<file path="config.mk">
export PLATFORM = sky130hd
export DESIGN_NAME = rr_instr_sequencer
export DESIGN_NICKNAME = d
export VERILOG_FILES = /design/src/rtl/rr_instr_sequencer.sv
export SDC_FILE = /design/constraint.sdc
export NUM_CORES = 1
export LEC_CHECK = 0
export ABC_AREA = 1
export BUFFER_PORTS_ARGS = -buffer_cell sky130_fd_sc_hd__buf_2
export CAP_MARGIN = 20
export CORE_MARGIN = 2
export CORE_UTILIZATION = 38
export CTS_CLUSTER_SIZE = 10
export DETAILED_ROUTE_END_ITERATION = 7
export GPL_ROUTABILITY_DRIVEN = 0
export HOLD_SLACK_MARGIN = 0.12
export PLACE_DENSITY = 0.81
export SLEW_MARGIN = 25
export SYNTH_ARGS = -nofsm -noshare
export SYNTH_HDL_FRONTEND = slang
export SYNTH_SLANG_ARGS = --single-unit
</file>
<file path="constraint.sdc">
create_clock -name clock -period 1.8 [get_ports clock]
set_input_delay 0.36 -clock clock [delete_from_list [all_inputs] [get_ports clock]]
set_output_delay 0.36 -clock clock [all_outputs]
set_load 0.01 [all_outputs]
</file>
<file path="src/rtl/rr_instr_sequencer.sv">
// rr_instr_sequencer: hardwired control FSM for register-register ALU ops.
// Fetch, decode, operand staging, ALU strobe and (LO/HI) write-back.
module rr_instr_sequencer #(
  parameter int DATA_W = 32,
  parameter int OP_W   = 5,
  parameter int REG_W  = 4,
  localparam int NREGS = 2 ** REG_W
) (
  input  logic              clock,
  input  logic              clear,
  input  logic              start,
  input  logic              mem_ready,
  input  logic [DATA_W-1:0] ir,
  output logic              busy,
  output logic              done,
  output logic              illegal,
  output logic              PCout,
  output logic              PCin,
  output logic              IncPC,
  output logic              MARin,
  output logic              Read,
  output logic              MDRin,
  output logic              MDRout,
  output logic              IRin,
  output logic              Yin,
  output logic              Zin,
  output logic              Zlowout,
  output logic              Zhighout,
  output logic              LOin,
  output logic              HIin,
  output logic [OP_W-1:0]   alu_op,
  output logic              alu_go,
  output logic [NREGS-1:0]  Rout,
  output logic [NREGS-1:0]  Rin
);

  localparam int OP_LSB = DATA_W - OP_W;
  localparam int RA_LSB = OP_LSB - REG_W;
  localparam int RB_LSB = RA_LSB - REG_W;
  localparam int RC_LSB = RB_LSB - REG_W;

  localparam logic [OP_W-1:0] OP_MUL = OP_W'(9);
  localparam logic [OP_W-1:0] OP_DIV = OP_W'(10);

  typedef enum logic [3:0] {
    S_IDLE, S_T0, S_T1, S_T1W, S_T2,
    S_T3, S_T4, S_T5, S_T6
  } state_t;

  state_t state;

  logic [OP_W-1:0]  op;
  logic [REG_W-1:0] ra;
  logic [REG_W-1:0] rb;
  logic [REG_W-1:0] rc;
  logic             legal;
  logic             wide;
  logic             ir_unused;

  assign op        = ir[OP_LSB +: OP_W];
  assign ra        = ir[RA_LSB +: REG_W];
  assign rb        = ir[RB_LSB +: REG_W];
  assign rc        = ir[RC_LSB +: REG_W];
  assign legal     = (op <= OP_DIV);
  assign wide      = (op == OP_MUL) || (op == OP_DIV);
  assign ir_unused = ^ir[RC_LSB-1:0];

  // T1W is the wait-state copy of T1 without the PC load
  always_ff @(posedge clock or negedge clear) begin
    if (!clear) begin
      state <= S_IDLE;
    end else begin
      unique case (state)
        S_IDLE:      if (start) state <= S_T0;
        S_T0:        state <= S_T1;
        S_T1, S_T1W: state <= mem_ready ? S_T2 : S_T1W;
        S_T2:        state <= S_T3;
        S_T3:        state <= legal ? S_T4 : S_IDLE;
        S_T4:        state <= S_T5;
        S_T5: begin
          if (wide)       state <= S_T6;
          else if (start) state <= S_T0;
          else            state <= S_IDLE;
        end
        S_T6:        state <= start ? S_T0 : S_IDLE;
        default:     state <= S_IDLE;
      endcase
    end
  end

  always_comb begin
    busy     = (state != S_IDLE);
    done     = 1'b0;
    illegal  = 1'b0;
    PCout    = 1'b0;
    PCin     = 1'b0;
    IncPC    = 1'b0;
    MARin    = 1'b0;
    Read     = 1'b0;
    MDRin    = 1'b0;
    MDRout   = 1'b0;
    IRin     = 1'b0;
    Yin      = 1'b0;
    Zin      = 1'b0;
    Zlowout  = 1'b0;
    Zhighout = 1'b0;
    LOin     = 1'b0;
    HIin     = 1'b0;
    alu_op   = '0;
    alu_go   = 1'b0;
    Rout     = '0;
    Rin      = '0;
    unique case (state)
      S_T0: begin
        PCout  = 1'b1;
        MARin  = 1'b1;
        IncPC  = 1'b1;
        Zin    = 1'b1;
        alu_go = 1'b1;
      end
      S_T1: begin
        Zlowout = 1'b1;
        PCin    = 1'b1;
        Read    = 1'b1;
        MDRin   = 1'b1;
      end
      S_T1W: begin
        Read  = 1'b1;
        MDRin = 1'b1;
      end
      S_T2: begin
        MDRout = 1'b1;
        IRin   = 1'b1;
      end
      S_T3: begin
        if (legal) begin
          Rout = NREGS'(1) << rb;
          Yin  = 1'b1;
        end else begin
          illegal = 1'b1;
        end
      end
      S_T4: begin
        Rout   = NREGS'(1) << rc;
        alu_op = op;
        alu_go = 1'b1;
        Zin    = 1'b1;
      end
      S_T5: begin
        Zlowout = 1'b1;
        if (wide) begin
          LOin = 1'b1;
        end else begin
          Rin  = NREGS'(1) << ra;
          done = 1'b1;
        end
      end
      S_T6: begin
        Zhighout = 1'b1;
        HIin     = 1'b1;
        done     = 1'b1;
      end
      default: ;
    endcase
  end

endmodule

</file>
==> metrics.md, run 1 <==
| Metric | Value |
|---|---|
| # H-tree levels | `1` |
| Hold_sp | `mem_ready` |
| Crit. End Element | `output port` |
| Rel. slew slack | `78.0%` |
| Top Ports | `91` |
| Total wire length | `3.39 mm` |
| Hold_ws | `0.384 ns` |
| Final period util | `104%` |
| Syn Nets | `232` |
| Most area-consuming cells after synthesis | `nand2_1 23%, nor2_1 18%, dfrtp_1 9.9%, nand3_1 9.9%, inv_1 8.9%` |
| Mapped Avg Cell Area | `5.16 µm²` |
| Critical Path RT | `1.44 ns` |
| Final hold vios | `0` |
| Antenna viol nets, final | `0` |
| N_diodes | `0` |
| Slew Limit Fails | `0` |
| Top Registers | `state: 4 flops` |
| Post-DP HPWL | `2.48 mm` |
| CTS tree | `built` |
| Final nets | `314` |
| Worst Tran Pin Value | `0.327 ns` |
| Post-synth top area share | `23.0%` |
| Syn. warnings | `0` |
| Worst setup margin | `-0.0796 ns` |
| Vias per Instance | `4.90` |
| Mux cell area share after synthesis | `0%` |
| Synth Instances | `196` |
| Placed Cells | `293` |
| Worst VDD drop | `0.667 mV` |
| # rows | `18` |
| FF-to-FF End | `state[0]` |
| Clock Sinks | `4` |
| Drt pass-1 iters | `4` |
| Status | `complete, but fails checks` |
| Power per Cell Area | `773 nW/µm²` |
| Complex-gate fraction of the synthesized area | `1.73%` |
| Reg2Reg Setup Slack | `0.48 ns` |
| Post-Syn Area | `1010 µm²` |
| XOR/XNOR share of the synthesized area | `0%` |
| Sequential fraction of the synthesis area | `9.89%` |
| I/O Buffers | `75` |
| Main combinational cell family by area after synthesis | `simple AND/OR/NAND/NOR gates` |
| Leak | `1.00 nW` |
| Die width | `55.6 µm` |
| FILL cells | `227` |
| First DRT Iteration DRCs | `70` |
| Share of post-route cells with drive strength above 1 | `46.0%` |
| Final setup violation count | `36` |
| RR Startpoint | `state[3]` |
| Kind of start point of the critical path | `flop` |
| RSZ-0062 raised after global routing | `yes` |
| Post-Route Utilization | `62.7%` |
| Seq cells post-synth | `4` |
| CTS root buffer | `clkbuf_4` |
| Arr. time, crit path | `1.52 ns` |
| Later-pin clock latency in the skew report | `0.24 ns` |
| Type of the most critical hold path | `primary input to flop` |
| Buffers from clock root to sink, at most | `2` |
| Setup TNS | `-1.76 ns` |
| Area growth from synthesis to final layout | `54.9%` |
| Post-synth top area cell | `nand2_1` |
| Largest fanout on the critical path | `8` |
| WHS Endpoint | `state[2]` |
| Post-route DRC | `0` |
| Largest net degree at the start of global routing | `18` |
| Routed WL per cell | `11.1 µm` |
| Clock slew at reported path FFs | `0.04 ns` |
| Hold depth | `3` |
| Post-Synth Adder-Cell Area | `0%` |
| Biggest register | `state` |
| Synth unique cells | `21` |
| Clock skew | `0.00413 ns` |
| Core Region | `2500 µm²` |
| Overall global routing resource usage | `18.7%` |
| Max cap viols | `0` |
| Initial core utilization | `40.5%` |
| Max Clk Rate | `532 MHz` |
| Initial antenna violation count | `0` |
| Die Y | `55.6 µm` |
| Vias in the first global route | `1242` |
| Congestion Overflow GR | `0` |
| TritonCTS buffer count | `3` |
| Max reg flops | `4` |
| Fraction of the mapped netlist area in simple logic gates | `72.3%` |
| Total number of vias | `1500` |
| Global-route wire length before repair | `4.93 mm` |
| Worst r2r path cells | `9` |
| Failing checks | `negative setup slack` |
| Final min period | `1.88 ns` |
| Die area | `3090 µm²` |
| WS Path Type | `flop to output port` |
| Final Non-Filler Cells | `306` |
through the flow:
stage | worst slack (ns) | total power (W) | area [µm²]
after detailed placement | 0.0347 | 0.000922 | 1370
after floorplan | 0.262 | 0.000732 | 1010
after global placement | 0.0405 | 0.000905 | 1370
after CTS | -0.0917 | 0.00112 | 1480
final | -0.0796 | 0.00121 | 1570
after global routing | -0.158 | 0.00131 | 1570
layout by cell type (no fill, tap or decap), drive strengths merged:
cell / synthesis / routed
clkbuf: 1 / 3
or2: 1 / 1
a21o: 1 / 1
dlygate4sd3: 0 / 1
and3: 1 / 1
buf: 7 / 84
nand2: 66 / 66
nand3: 22 / 22
nand3b: 1 / 1
inv: 26 / 26
nor3: 10 / 10
nor2: 53 / 53
dfrtp: 4 / 4
clkinv: 1 / 1
o21ai: 2 / 2
repair_timing:
item	4_1_cts	5_1_grt
endpoints found under the hold margin	4	0
setup buffers	6	3
gates resized for setup	9	24
hold buffers	1	0
pin swaps	18	8
setup endpoints to repair	34	42
cells by family (layout without fill, tap and decap cells):
logic type	after synthesis	after routing
flops	4	4
compound gates	3	3
buf+inv	35	115
simple gates	154	154
Yosys cell counts, drive strengths merged:
library cell and count:
inv 26, nand3b 1, and3 1, nand3 22
o21ai 2, dfrtp 4, or2 1, clkbuf 1
nor2 53, buf 7, nor3 10, clkinv 1
nand2 66, a21o 1
worst max-delay path by stage:
stage                   from       end  slack, ns
floorplan           state[3]  Rout[10]       0.26
global placement      ir[28]   Rout[3]       0.04
detailed placement    ir[28]   Rout[1]       0.03
CTS                 state[3]   Rout[9]      -0.09
global route        state[0]  Rout[11]      -0.16
finish              state[3]    Rin[7]      -0.08
routing by layer:
layer | GRT usage, % | share of wire, % | vias up
li1 | - | - | 759
met2 | 35.2 | 51 | 82
met3 | 2.09 | 9.0 | 2
met4 | 4.53 | 0.35 | 0
met1 | 22.4 | 40 | 657
met5 | 0 | 0 | -
power by group:
part	total [W]	internal, W	switching [W]
combinational	0.000893	0.000358	0.000535
sequential	0.000204	0.000130	0.0000734
clock	0.000114	0.0000748	0.0000396
total	0.00121	0.000563	0.000648
critical path, cell delays in order, from the launching register on:
cell and delay [ns]:
dfrtp_1 0.39, inv_2 0.09, nand2_4 0.07, buf_6 0.12, nor2_4 0.18, nand3b_4 0.16, nor2_1 0.13, buf_2 0.14
area by class of cell:
type	instances	area, µm²	area share [%]
well taps	30	37.5	2.39
repair buffers	85	489	31.2
inverters	27	108	6.86
multi-input cells	157	807	51.5
clock buffers	3	22.5	1.44
flip-flops and latches	4	104	6.62
No activity file was read; power rests on OpenSTA's default activity.
==> run 2: changes to the inputs <==
CORE_MARGIN = default   (was 2)
SKIP_CTS_REPAIR_TIMING = 1   (was default)
==> metrics.md, run 2 (synthesized netlist as in run 1, its figures left out) <==
| Metric | Value |
|---|---|
| Status | `complete, but fails checks` |
| Failing checks | `negative setup slack` |
| Largest net degree at the start of global routing | `18` |
| Die width | `53.6 µm` |
| Antenna viol nets, final | `0` |
| Kind of start point of the critical path | `flop` |
| Worst setup margin | `-0.152 ns` |
| Max reg flops | `4` |
| Biggest register | `state` |
| Max Clk Rate | `512 MHz` |
| Slew Limit Fails | `0` |
| Clock skew | `0.00332 ns` |
| Critical Path RT | `1.44 ns` |
| Area growth from synthesis to final layout | `54.8%` |
| Worst VDD drop | `0.722 mV` |
| # H-tree levels | `1` |
| Later-pin clock latency in the skew report | `0.23 ns` |
| Final hold vios | `0` |
| Rel. slew slack | `73.5%` |
| Crit-path max cell delay | `0.37 ns` |
| Drt pass-1 iters | `7` |
| Worst Tran Pin Value | `0.396 ns` |
| I/O Buffers | `75` |
| Vias in the first global route | `1073` |
| Post-DP HPWL | `2.40 mm` |
| Power per Cell Area | `765 nW/µm²` |
| CTS tree | `built` |
| Commonest non-fill, non-tap cell in the layout | `buf_2` |
| Final min period | `1.95 ns` |
| Max cap viols | `0` |
| Initial antenna violation count | `0` |
| Top Registers | `state: 4 flops` |
| Share of post-route cells with drive strength above 1 | `45.3%` |
| Hold_ws | `0.372 ns` |
| Arr. time, crit path | `1.59 ns` |
| N_diodes | `0` |
| Final nets | `312` |
| Clock Sinks | `4` |
| Post-route DRC | `0` |
| Vias per Instance | `4.93` |
| Routed WL per cell | `10.6 µm` |
| Final setup violation count | `38` |
| Critical path, cell by cell | `inv_2 -> nand2_4 -> nor3_4 -> inv_4 -> nor2_8 -> nand2_1 -> nand2_1 -> buf_2` |
| Global-route wire length before repair | `4.42 mm` |
| Overall global routing resource usage | `20.8%` |
| Post-Route Utilization | `62.7%` |
| Top Ports | `91` |
| Crit. End Element | `output port` |
| Initial core utilization | `40.5%` |
| Die Y | `53.6 µm` |
| Die area | `2870 µm²` |
| Clock slew at reported path FFs | `0.04 ns` |
| Type of the most critical hold path | `primary input to flop` |
| Congestion Overflow GR | `0` |
| Total number of vias | `1498` |
| TritonCTS buffer count | `3` |
| WS Path Type | `flop to output port` |
| Leak | `0.991 nW` |
| Buffers from clock root to sink, at most | `2` |
| First DRT Iteration DRCs | `39` |
| # rows | `18` |
| Total wire length | `3.23 mm` |
| Slowest CP cell | `dfrtp_1` |
| Largest fanout on the critical path | `8` |
| Most frequent cells in the layout | `70 x buf_2, 58 x nand2_1, 36 x nor2_1` |
| CTS root buffer | `clkbuf_4` |
| Cell mode on critical path | `nand2_1` |
| Core Region | `2500 µm²` |
| RSZ-0062 raised after global routing | `yes` |
| Final period util | `108%` |
-- run 2: cell types whose count changed in the layout (fill, tap and decap cells not counted), sizes merged --
cell	before	now
buf	84	82
-- run 2: cell type report --
cell class	count	area [µm²]
fill	224	933
multi-input combinational	157	815
timing repair buffer	83	485
inverter	27	105
sequential	4	101
tap	30	37.5
clock buffer	3	22.5
-- run 2: layer usage --
metal	wire (µm)	GRT usage, %	share of wire [%]
met4	30	8.77	0.93
met3	277	5.93	8.6
met1	1250	22.2	39
met5	0	0	0
met2	1670	37.7	52
-- run 2: where the power goes --
group          total, W  switching [W]  internal (W)  leakage (nW)
logic          0.000894       0.000532      0.000363         0.928
registers      0.000196      0.0000694      0.000127        0.0500
clock network  0.000109      0.0000344     0.0000744        0.0138
total           0.00120       0.000635      0.000563         0.991
-- run 2: per-stage QoR --
stage | total power (W) | setup slack (ns) | std cells | TNS (ns) | area, µm²
floorplan | 0.000732 | 0.262 | 196 | 0 | 1010
global placement | 0.000905 | 0.0421 | 293 | 0 | 1370
detailed placement | 0.000925 | 0.0430 | 293 | 0 | 1370
CTS | 0.00104 | -0.181 | 296 | -3.23 | 1390
global route | 0.00132 | -0.290 | 304 | -9.25 | 1570
finish | 0.00120 | -0.152 | 304 | -4.03 | 1570
-- run 2: final timing paths --
check	from	end	slack (ns)	cells after the start
max reg2reg	state[3]	state[0]	0.35	10
min reg2reg	state[3]	state[2]	0.66	3
max in group asynchronous	clear	state[0]	1.19	2
max	state[3]	Rout[1]	-0.15	8
min in group asynchronous	clear	state[3]	0.48	2
min	mem_ready	state[2]	0.37	3
-- run 2: critical path: cells and delay by family (launching register included) --
kind	cells	cell delay (ns)
buffers and inverters	3	0.33
flip-flops	1	0.37
AND/OR/NAND/NOR	5	0.65
